==> src/rtl/fp32_mul_core.sv <==
// IEEE-754 single-precision multiplier, RNE rounding, subnormals flushed to zero.
// Latency: start accepted at edge N, o_Done pulses in cycle N+5; fixed for all operand classes.
// Backpressure: none; i_Start is only sampled in IDLE, so requests while busy are dropped.
module fp32_mul_core #(
  parameter logic [31:0] QNAN = 32'h7FC0_0000
) (
  input  logic        i_Clock,
  input  logic        i_Reset,
  input  logic        i_Start,
  input  logic [31:0] i_A,
  input  logic [31:0] i_B,
  output logic        o_Busy,
  output logic        o_Done,
  output logic [31:0] o_Result,
  output logic        o_Invalid,
  output logic        o_Overflow,
  output logic        o_Underflow
);

  typedef enum logic [2:0] {
    S_IDLE,
    S_UNPACK,
    S_MUL,
    S_NORM,
    S_ROUND,
    S_DONE
  } state_t;

  state_t state_q, state_d;

  // Latched operands
  logic [31:0] a_q, b_q;

  // UNPACK stage results
  logic               sign_q;
  logic [23:0]        ma_q, mb_q;
  logic signed [9:0]  exp_u_q;
  logic               spec_q;
  logic [31:0]        spec_res_q;
  logic               spec_inv_q;

  // MUL stage result
  logic [47:0]        prod_q;

  // NORM stage results
  logic [23:0]        kept_q;
  logic               guard_q, sticky_q;
  logic signed [9:0]  exp_n_q;

  // State register; reset always wins over a concurrent start
  always_ff @(posedge i_Clock) begin
    if (i_Reset) state_q <= S_IDLE;
    else         state_q <= state_d;
  end

  // Next-state sequencing: one cycle per stage after acceptance
  always_comb begin
    state_d = state_q;
    case (state_q)
      S_IDLE:   if (i_Start) state_d = S_UNPACK;
      S_UNPACK: state_d = S_MUL;
      S_MUL:    state_d = S_NORM;
      S_NORM:   state_d = S_ROUND;
      S_ROUND:  state_d = S_DONE;
      S_DONE:   state_d = S_IDLE;
      default:  state_d = S_IDLE;
    endcase
  end

  assign o_Busy = (state_q != S_IDLE);
  assign o_Done = (state_q == S_DONE);

  // Capture operands at acceptance so later input changes cannot disturb the operation
  always_ff @(posedge i_Clock) begin
    if (state_q == S_IDLE && i_Start) begin
      a_q <= i_A;
      b_q <= i_B;
    end
  end

  // Operand classification and special-case resolution
  logic [7:0]        ea, eb;
  logic [22:0]       fa, fb;
  logic              a_zero, b_zero, a_inf, b_inf, a_nan, b_nan;
  logic              sign_u;
  logic              spec_u, spec_inv_u;
  logic [31:0]       spec_res_u;
  logic signed [9:0] exp_sum_u;

  // Exponent-zero operands count as zero whatever their fraction (flush-to-zero)
  always_comb begin
    ea         = a_q[30:23];
    eb         = b_q[30:23];
    fa         = a_q[22:0];
    fb         = b_q[22:0];
    a_zero     = (ea == 8'h00);
    b_zero     = (eb == 8'h00);
    a_inf      = (ea == 8'hFF) && (fa == 23'h0);
    b_inf      = (eb == 8'hFF) && (fb == 23'h0);
    a_nan      = (ea == 8'hFF) && (fa != 23'h0);
    b_nan      = (eb == 8'hFF) && (fb != 23'h0);
    sign_u     = a_q[31] ^ b_q[31];
    exp_sum_u  = $signed({2'b00, ea}) + $signed({2'b00, eb}) - 10'sd127;
    spec_u     = 1'b0;
    spec_inv_u = 1'b0;
    spec_res_u = 32'h0;
    if (a_nan || b_nan) begin
      spec_u     = 1'b1;
      spec_inv_u = 1'b1;
      spec_res_u = QNAN;
    end else if ((a_inf && b_zero) || (b_inf && a_zero)) begin
      spec_u     = 1'b1;
      spec_inv_u = 1'b1;
      spec_res_u = QNAN;
    end else if (a_inf || b_inf) begin
      spec_u     = 1'b1;
      spec_res_u = {sign_u, 8'hFF, 23'h0};
    end else if (a_zero || b_zero) begin
      spec_u     = 1'b1;
      spec_res_u = {sign_u, 31'h0};
    end
  end

  // UNPACK stage register
  always_ff @(posedge i_Clock) begin
    if (state_q == S_UNPACK) begin
      sign_q     <= sign_u;
      ma_q       <= {1'b1, fa};
      mb_q       <= {1'b1, fb};
      exp_u_q    <= exp_sum_u;
      spec_q     <= spec_u;
      spec_res_q <= spec_res_u;
      spec_inv_q <= spec_inv_u;
    end
  end

  // MUL stage: full 24x24 mantissa product
  always_ff @(posedge i_Clock) begin
    if (state_q == S_MUL) prod_q <= {24'h0, ma_q} * {24'h0, mb_q};
  end

  // NORM stage: product of two [1,2) mantissas lies in [1,4), so at most one shift
  always_ff @(posedge i_Clock) begin
    if (state_q == S_NORM) begin
      if (prod_q[47]) begin
        kept_q   <= prod_q[47:24];
        guard_q  <= prod_q[23];
        sticky_q <= |prod_q[22:0];
        exp_n_q  <= exp_u_q + 10'sd1;
      end else begin
        kept_q   <= prod_q[46:23];
        guard_q  <= prod_q[22];
        sticky_q <= |prod_q[21:0];
        exp_n_q  <= exp_u_q;
      end
    end
  end

  // ROUND: round-to-nearest-even, then range check against the biased exponent
  logic              inc_r;
  logic [24:0]       sum_r;
  logic [23:0]       mant_r;
  logic signed [9:0] exp_r;
  logic [31:0]       res_d;
  logic              inv_d, ovf_d, unf_d;

  always_comb begin
    inc_r  = guard_q & (sticky_q | kept_q[0]);
    sum_r  = {1'b0, kept_q} + {24'h0, inc_r};
    mant_r = sum_r[23:0];
    exp_r  = exp_n_q;
    if (sum_r[24]) begin
      mant_r = 24'h80_0000;
      exp_r  = exp_n_q + 10'sd1;
    end
    inv_d = 1'b0;
    ovf_d = 1'b0;
    unf_d = 1'b0;
    res_d = {sign_q, exp_r[7:0], mant_r[22:0]};
    if (spec_q) begin
      res_d = spec_res_q;
      inv_d = spec_inv_q;
    end else if (exp_r > 10'sd254) begin
      res_d = {sign_q, 8'hFF, 23'h0};
      ovf_d = 1'b1;
    end else if (exp_r < 10'sd1) begin
      res_d = {sign_q, 31'h0};
      unf_d = 1'b1;
    end
  end

  // Result and flags load on entry to DONE and hold until the next completion or reset
  always_ff @(posedge i_Clock) begin
    if (i_Reset) begin
      o_Result    <= 32'h0;
      o_Invalid   <= 1'b0;
      o_Overflow  <= 1'b0;
      o_Underflow <= 1'b0;
    end else if (state_q == S_ROUND) begin
      o_Result    <= res_d;
      o_Invalid   <= inv_d;
      o_Overflow  <= ovf_d;
      o_Underflow <= unf_d;
    end
  end

endmodule
==> config.mk <==
export PLATFORM = sky130hd
export DESIGN_NAME = fp32_mul_core
export DESIGN_NICKNAME = d
export VERILOG_FILES = /design/src/rtl/fp32_mul_core.sv
export SDC_FILE = /design/constraint.sdc
export NUM_CORES = 2
export LEC_CHECK = 0
export ABC_AREA = 0
export CAP_MARGIN = 20
export CORE_MARGIN = 2
export CORE_UTILIZATION = 60
export DETAILED_ROUTE_END_ITERATION = 8
export PLACE_DENSITY = 0.87
export RECOVER_POWER = 50
export SLEW_MARGIN = 40
export SYNTH_ARGS = -nofsm -noshare
export SYNTH_HDL_FRONTEND = slang
export SYNTH_SLANG_ARGS = --single-unit
==> constraint.sdc <==
create_clock -name i_Clock -period 18.1 [get_ports i_Clock]
set_input_delay 5.43 -clock i_Clock [delete_from_list [all_inputs] [get_ports i_Clock]]
set_output_delay 5.43 -clock i_Clock [all_outputs]
set_load 0.02 [all_outputs]
### After elaboration in Yosys (flattened, before gate mapping)

Index checks and enable logic that the tools add are counted.

* add/subtract/negate cells: 5
* $mul: 1
* magnitude comparators: 2
* equality and inequality tests: 8
* mux-type cells: 21
* bitwise logic cells: 3
* reductions and logical operators: 23

Operator list (number)
* 2-to-1 mux 32 bit: 3
* 2-to-1 mux 31 bit: 2
* multiplier 24 x 24 -> 48 bit: 1
* logical NOT 23 bit: 2
* 2-to-1 mux 23 bit: 2
* nonzero test 23 bit: 2
* adder 24 x 1 -> 25 bit: 1
* OR reduction 23 bit: 1
* OR reduction 22 bit: 1
* adder 10 x 2 -> 10 bit (second input constant): 2
* 2-to-1 mux 10 bit: 2
* == test 8 bit (second input constant): 2
* logical NOT 8 bit: 2
* case mux 3 bit (5 select lines): 1
* > comparator 10 x 9 -> 1 bit (second input constant): 1
* < comparator 10 x 2 -> 1 bit (second input constant): 1
* 2-to-1 mux 1 bit: 10
* subtractor 9 x 7 -> 10 bit (second input constant): 1
* adder 8 x 8 -> 9 bit: 1
* logical AND 1 bit: 7
* == test 3 x 2 -> 1 bit (second input constant): 2
* == test 3 bit (second input constant): 2
* logical OR 1 bit: 4
* == test 3 x 1 -> 1 bit (second input constant): 1
* other kinds (9): 9

* flip-flop bits (word level): 277
* bits of input ports: 67
* output and inout port bits: 37
* logic and storage cells: 84

### Depth between registers and ports, before layout

* depth in word-level cells: 8
* depth in mapped cells: 27
* mapped depth without buffers: 25

### Worst setup path after synthesis

OpenSTA, ideal clock, no wires.

* kind: input-to-reg
* from: input port i_Start
* to: register a_q[0] (enable)
* library setup time: 487 ps
* arrival: 8125 ps
* required time: 17613 ps
* slack: 9489 ps
* cell stages on the path: 2
* path buffers: 0
* path through: inv_1 > nor2_1

* word-level cells in the longest chain between the ends: 1

RTL lines
* start, declared: line 9 `input logic i_Start,`
* logical AND 1 bit: line 75 `if (state_q == S_IDLE && i_Start) begin`
* end signal, assigned: line 76 `a_q <= i_A;`
* end, declared: line 32 `logic [31:0] a_q, b_q;`

No other way between the ends.
A chain may end at the register's enable or synchronous reset.

### Final worst setup path

* from: register ma_q[7]
* to: register prod_q[41] (data pin)

* word-level cells in the longest chain between the ends: 1

RTL lines
* start, declared: line 36 `logic [23:0] ma_q, mb_q;`
* start signal, assigned: line 128 `ma_q <= {1'b1, fa};`
* multiplier 24 x 24 -> 48 bit: line 139 `if (state_q == S_MUL) prod_q <= {24'h0, ma_q} * {24'h0, mb_q};`
* end signal, assigned: line 139
* end, declared: line 43 `logic [47:0] prod_q;`

No other way between the ends.

==> metrics.txt <==
status=finished, violations left; failing checks=design-rule violations, max-capacitance violations, max-slew violations; initial antenna violation count=0; Die Width=222 um; layout cells sized above 1=5.53%; detailed-route via count=approximately 20000; synth unique cells=70; Post-Synthesis Cells=between 2000 and 3000; Routed WL=71100 um; ANT nets after route=0; post-synthesis instance area=approximately 28000 um2; fin util=66.8%; max cap viols=4; clock latency at the later pin of the worst-skew pair=0.56 ns; total grt overflow=0; post-synthesis sequential area ratio=roughly a quarter; worst hold stages=0; maximum root-to-sink buffer count=3; period utilization=between 40% and 50%; Min-Delay Endpoint=ma_q[20]; HP Start=a_q[20]; core footprint=46700 um2; final net count=3580; most frequent cells in the layout=605 x inv_1, 483 x fa_1, 325 x nand2_1; Hold Slack=0.449 ns; gpl congestion=between 0.9 and 1; dpl hpwl=about 55000 um; number of buffers created by CTS=25; Setup CP Type=reg -> reg; first-pass iteration count of the detailed router=9; Synth warnings=0; minimum clock period=8.12 ns; Post-synth EDFFs=210; I/O pin count=104; largest net degree at the start of global routing=65; Cells after DPL=3413; std cell rows=79; filler instances=between 3000 and 4000; vias in the first global route=22100; H-tree Lvls=1; CP max stage delay=roughly 0.8 ns; ANT cells=0; crit path DAT=8.43 ns; clock slew at reported path FFs=0.07 ns; Critical Path RT=18.41 ns; fin. max-slew vios=182; most used cell, CP=inv_1; top_reg_cell synth=edfxtp_1; CP Launch Type=flop; CTS tree=done; Hold Path Class=reg -> reg; Slew @ Worst Pin=3.36 ns; via/cell ratio=5.82; die outline area=49100 um2; first-pass GRT wire length=113000 um; Wirelength per Cell=20.5 um; reg2reg end=prod_q[41]; family with the most delay on the worst path=adder cells; Fin Clk Skew=approximately 0.013 ns; slowest CP cell=edfxtp_1; All-Layer GR Usage=29.4%; Setup crit end kind=flop; RSZ-0062 raised after global routing=false; reg-to-reg startpoint=ma_q[7]; Rel. slew slack=-124%; flop2flop setup slack=9.98 ns; root buffer cell=clkbuf_16; Mean Syn Cell Area=10.2 um2; Die Height=222 um; CTS sink count=248; async set-reset flop share out of synthesis=0%; Residual DRC=11; setup bufs post-CTS=0; syn_nets=3514; WP buf/inv=8; Final setup viols=0; Fmax achieved=0.123 GHz; final setup TNS=0 ns; Critical Path Fanout Max=20; Post-CTS Resized=0; R2R depth=25; Port-buffer cells=103; Detailed Route Iter0 Violations=2164; Final Hold Viols=0; Area Growth Syn to Fin=9.66%; fin cells=3463; CTS Hold Bufs=0; #FFs+latches synth=248; initial core utilization=60.9%; commonest non-fill, non-tap cell in the layout=inv_1
## cells in the mapped netlist (16+ instances only)
cell      instances  share of area, %
nand2_1         325               4.3
dfxtp_1          38               2.7
a21oi_1          53              0.93
a21o_1           18              0.48
and2_1          248               5.5
edfxtp_1        210                22
inv_1           605               8.0
xnor2_1          53               1.6
nor2_1           80               1.1
o21ai_2          20              0.62
nand4_1          23              0.51
clkbuf_1        111               1.5
o21ai_0          27              0.48
nor3_1           16              0.28
nand3_1          34              0.60
ha_1            192               8.5
nor4_1           23              0.51
fa_1            483                34
mux2_2           26               1.0
xor2_1           35               1.1
## stage by stage
| step | cell area (um2) | setup slack, ns |
|---|---|---|
| after floorplan | 28400 | 9.49 |
| after global routing | 31200 | 9.80 |
| final | 31200 | 9.98 |
| after detailed placement | 30200 | 10.17 |
| after CTS | 31100 | 10.18 |
| after global placement | 30000 | 10.25 |
## worst max-delay path by stage
stage                   from      endpoint  slack (ns)  cells past startpoint
floorplan            i_Start        a_q[0]        9.49                      2
global placement     i_Reset  o_Result[22]       10.25                      5
detailed placement   i_Reset  o_Result[22]       10.17                      5
CTS                 mb_q[12]    prod_q[46]       10.18                     23
global route         ma_q[8]    prod_q[41]        9.80                     25
finish               ma_q[7]    prod_q[41]        9.98                     25
## state kept, by name, summed over array words and instances, names as in the netlist, 3 cells and up
name / flops
kept_q: 24
spec_res_q: 3
b_q: 32
exp_n_q: 10
a_q: 32
o_Result: 32
exp_u_q: 10
prod_q: 48
mb_q: 23
ma_q: 23
state_q: 3
## final cells by class
cell class | instances | area (um2) | share of cell area [%]
well taps | 607 | 759 | 2.44
clock buffers | 26 | 629 | 2.02
repair buffers | 156 | 1550 | 4.96
multi-input cells | 1799 | 18600 | 59.8
flip-flops and latches | 248 | 7070 | 22.7
inverters | 608 | 2280 | 7.32
clock inverters | 19 | 244 | 0.783
## worst reg2reg max path: cells and delay by family (launching register included)
kind | cells | cell delay (ns)
adders and majority gates | 8 | 3.96
AOI/OAI and AO/OA | 5 | 1.68
buffers and inverters | 8 | 0.91
DFF | 1 | 0.78
and+or+nand+nor | 4 | 0.52
## cells by family (layout without fill, tap and decap cells)
| family | count (synthesis) | in the layout | share of synthesized area, % |
|---|---|---|---|
| and+or+nand+nor | 805 | 805 | 14.2 |
| buffers and inverters | 725 | 809 | 9.63 |
| adders and majority gates | 675 | 675 | 42.5 |
| DFF | 248 | 248 | 24.9 |
| AOI/OAI and AO/OA | 202 | 202 | 4.97 |
| xor gates and xnor gates | 88 | 88 | 2.71 |
| muxes | 29 | 29 | 1.14 |
## layer usage
| metal | global-route usage, % | part of all wire [%] |
|---|---|---|
| met5 | 0 | 0 |
| met4 | 14.1 | 5.9 |
| met3 | 7.24 | 11 |
| met2 | 49.6 | 48 |
| met1 | 35.6 | 36 |
Power is left out: the tool's default activity adds up to more than one toggle a clock period on the data nets, which glitch-free logic cannot reach.
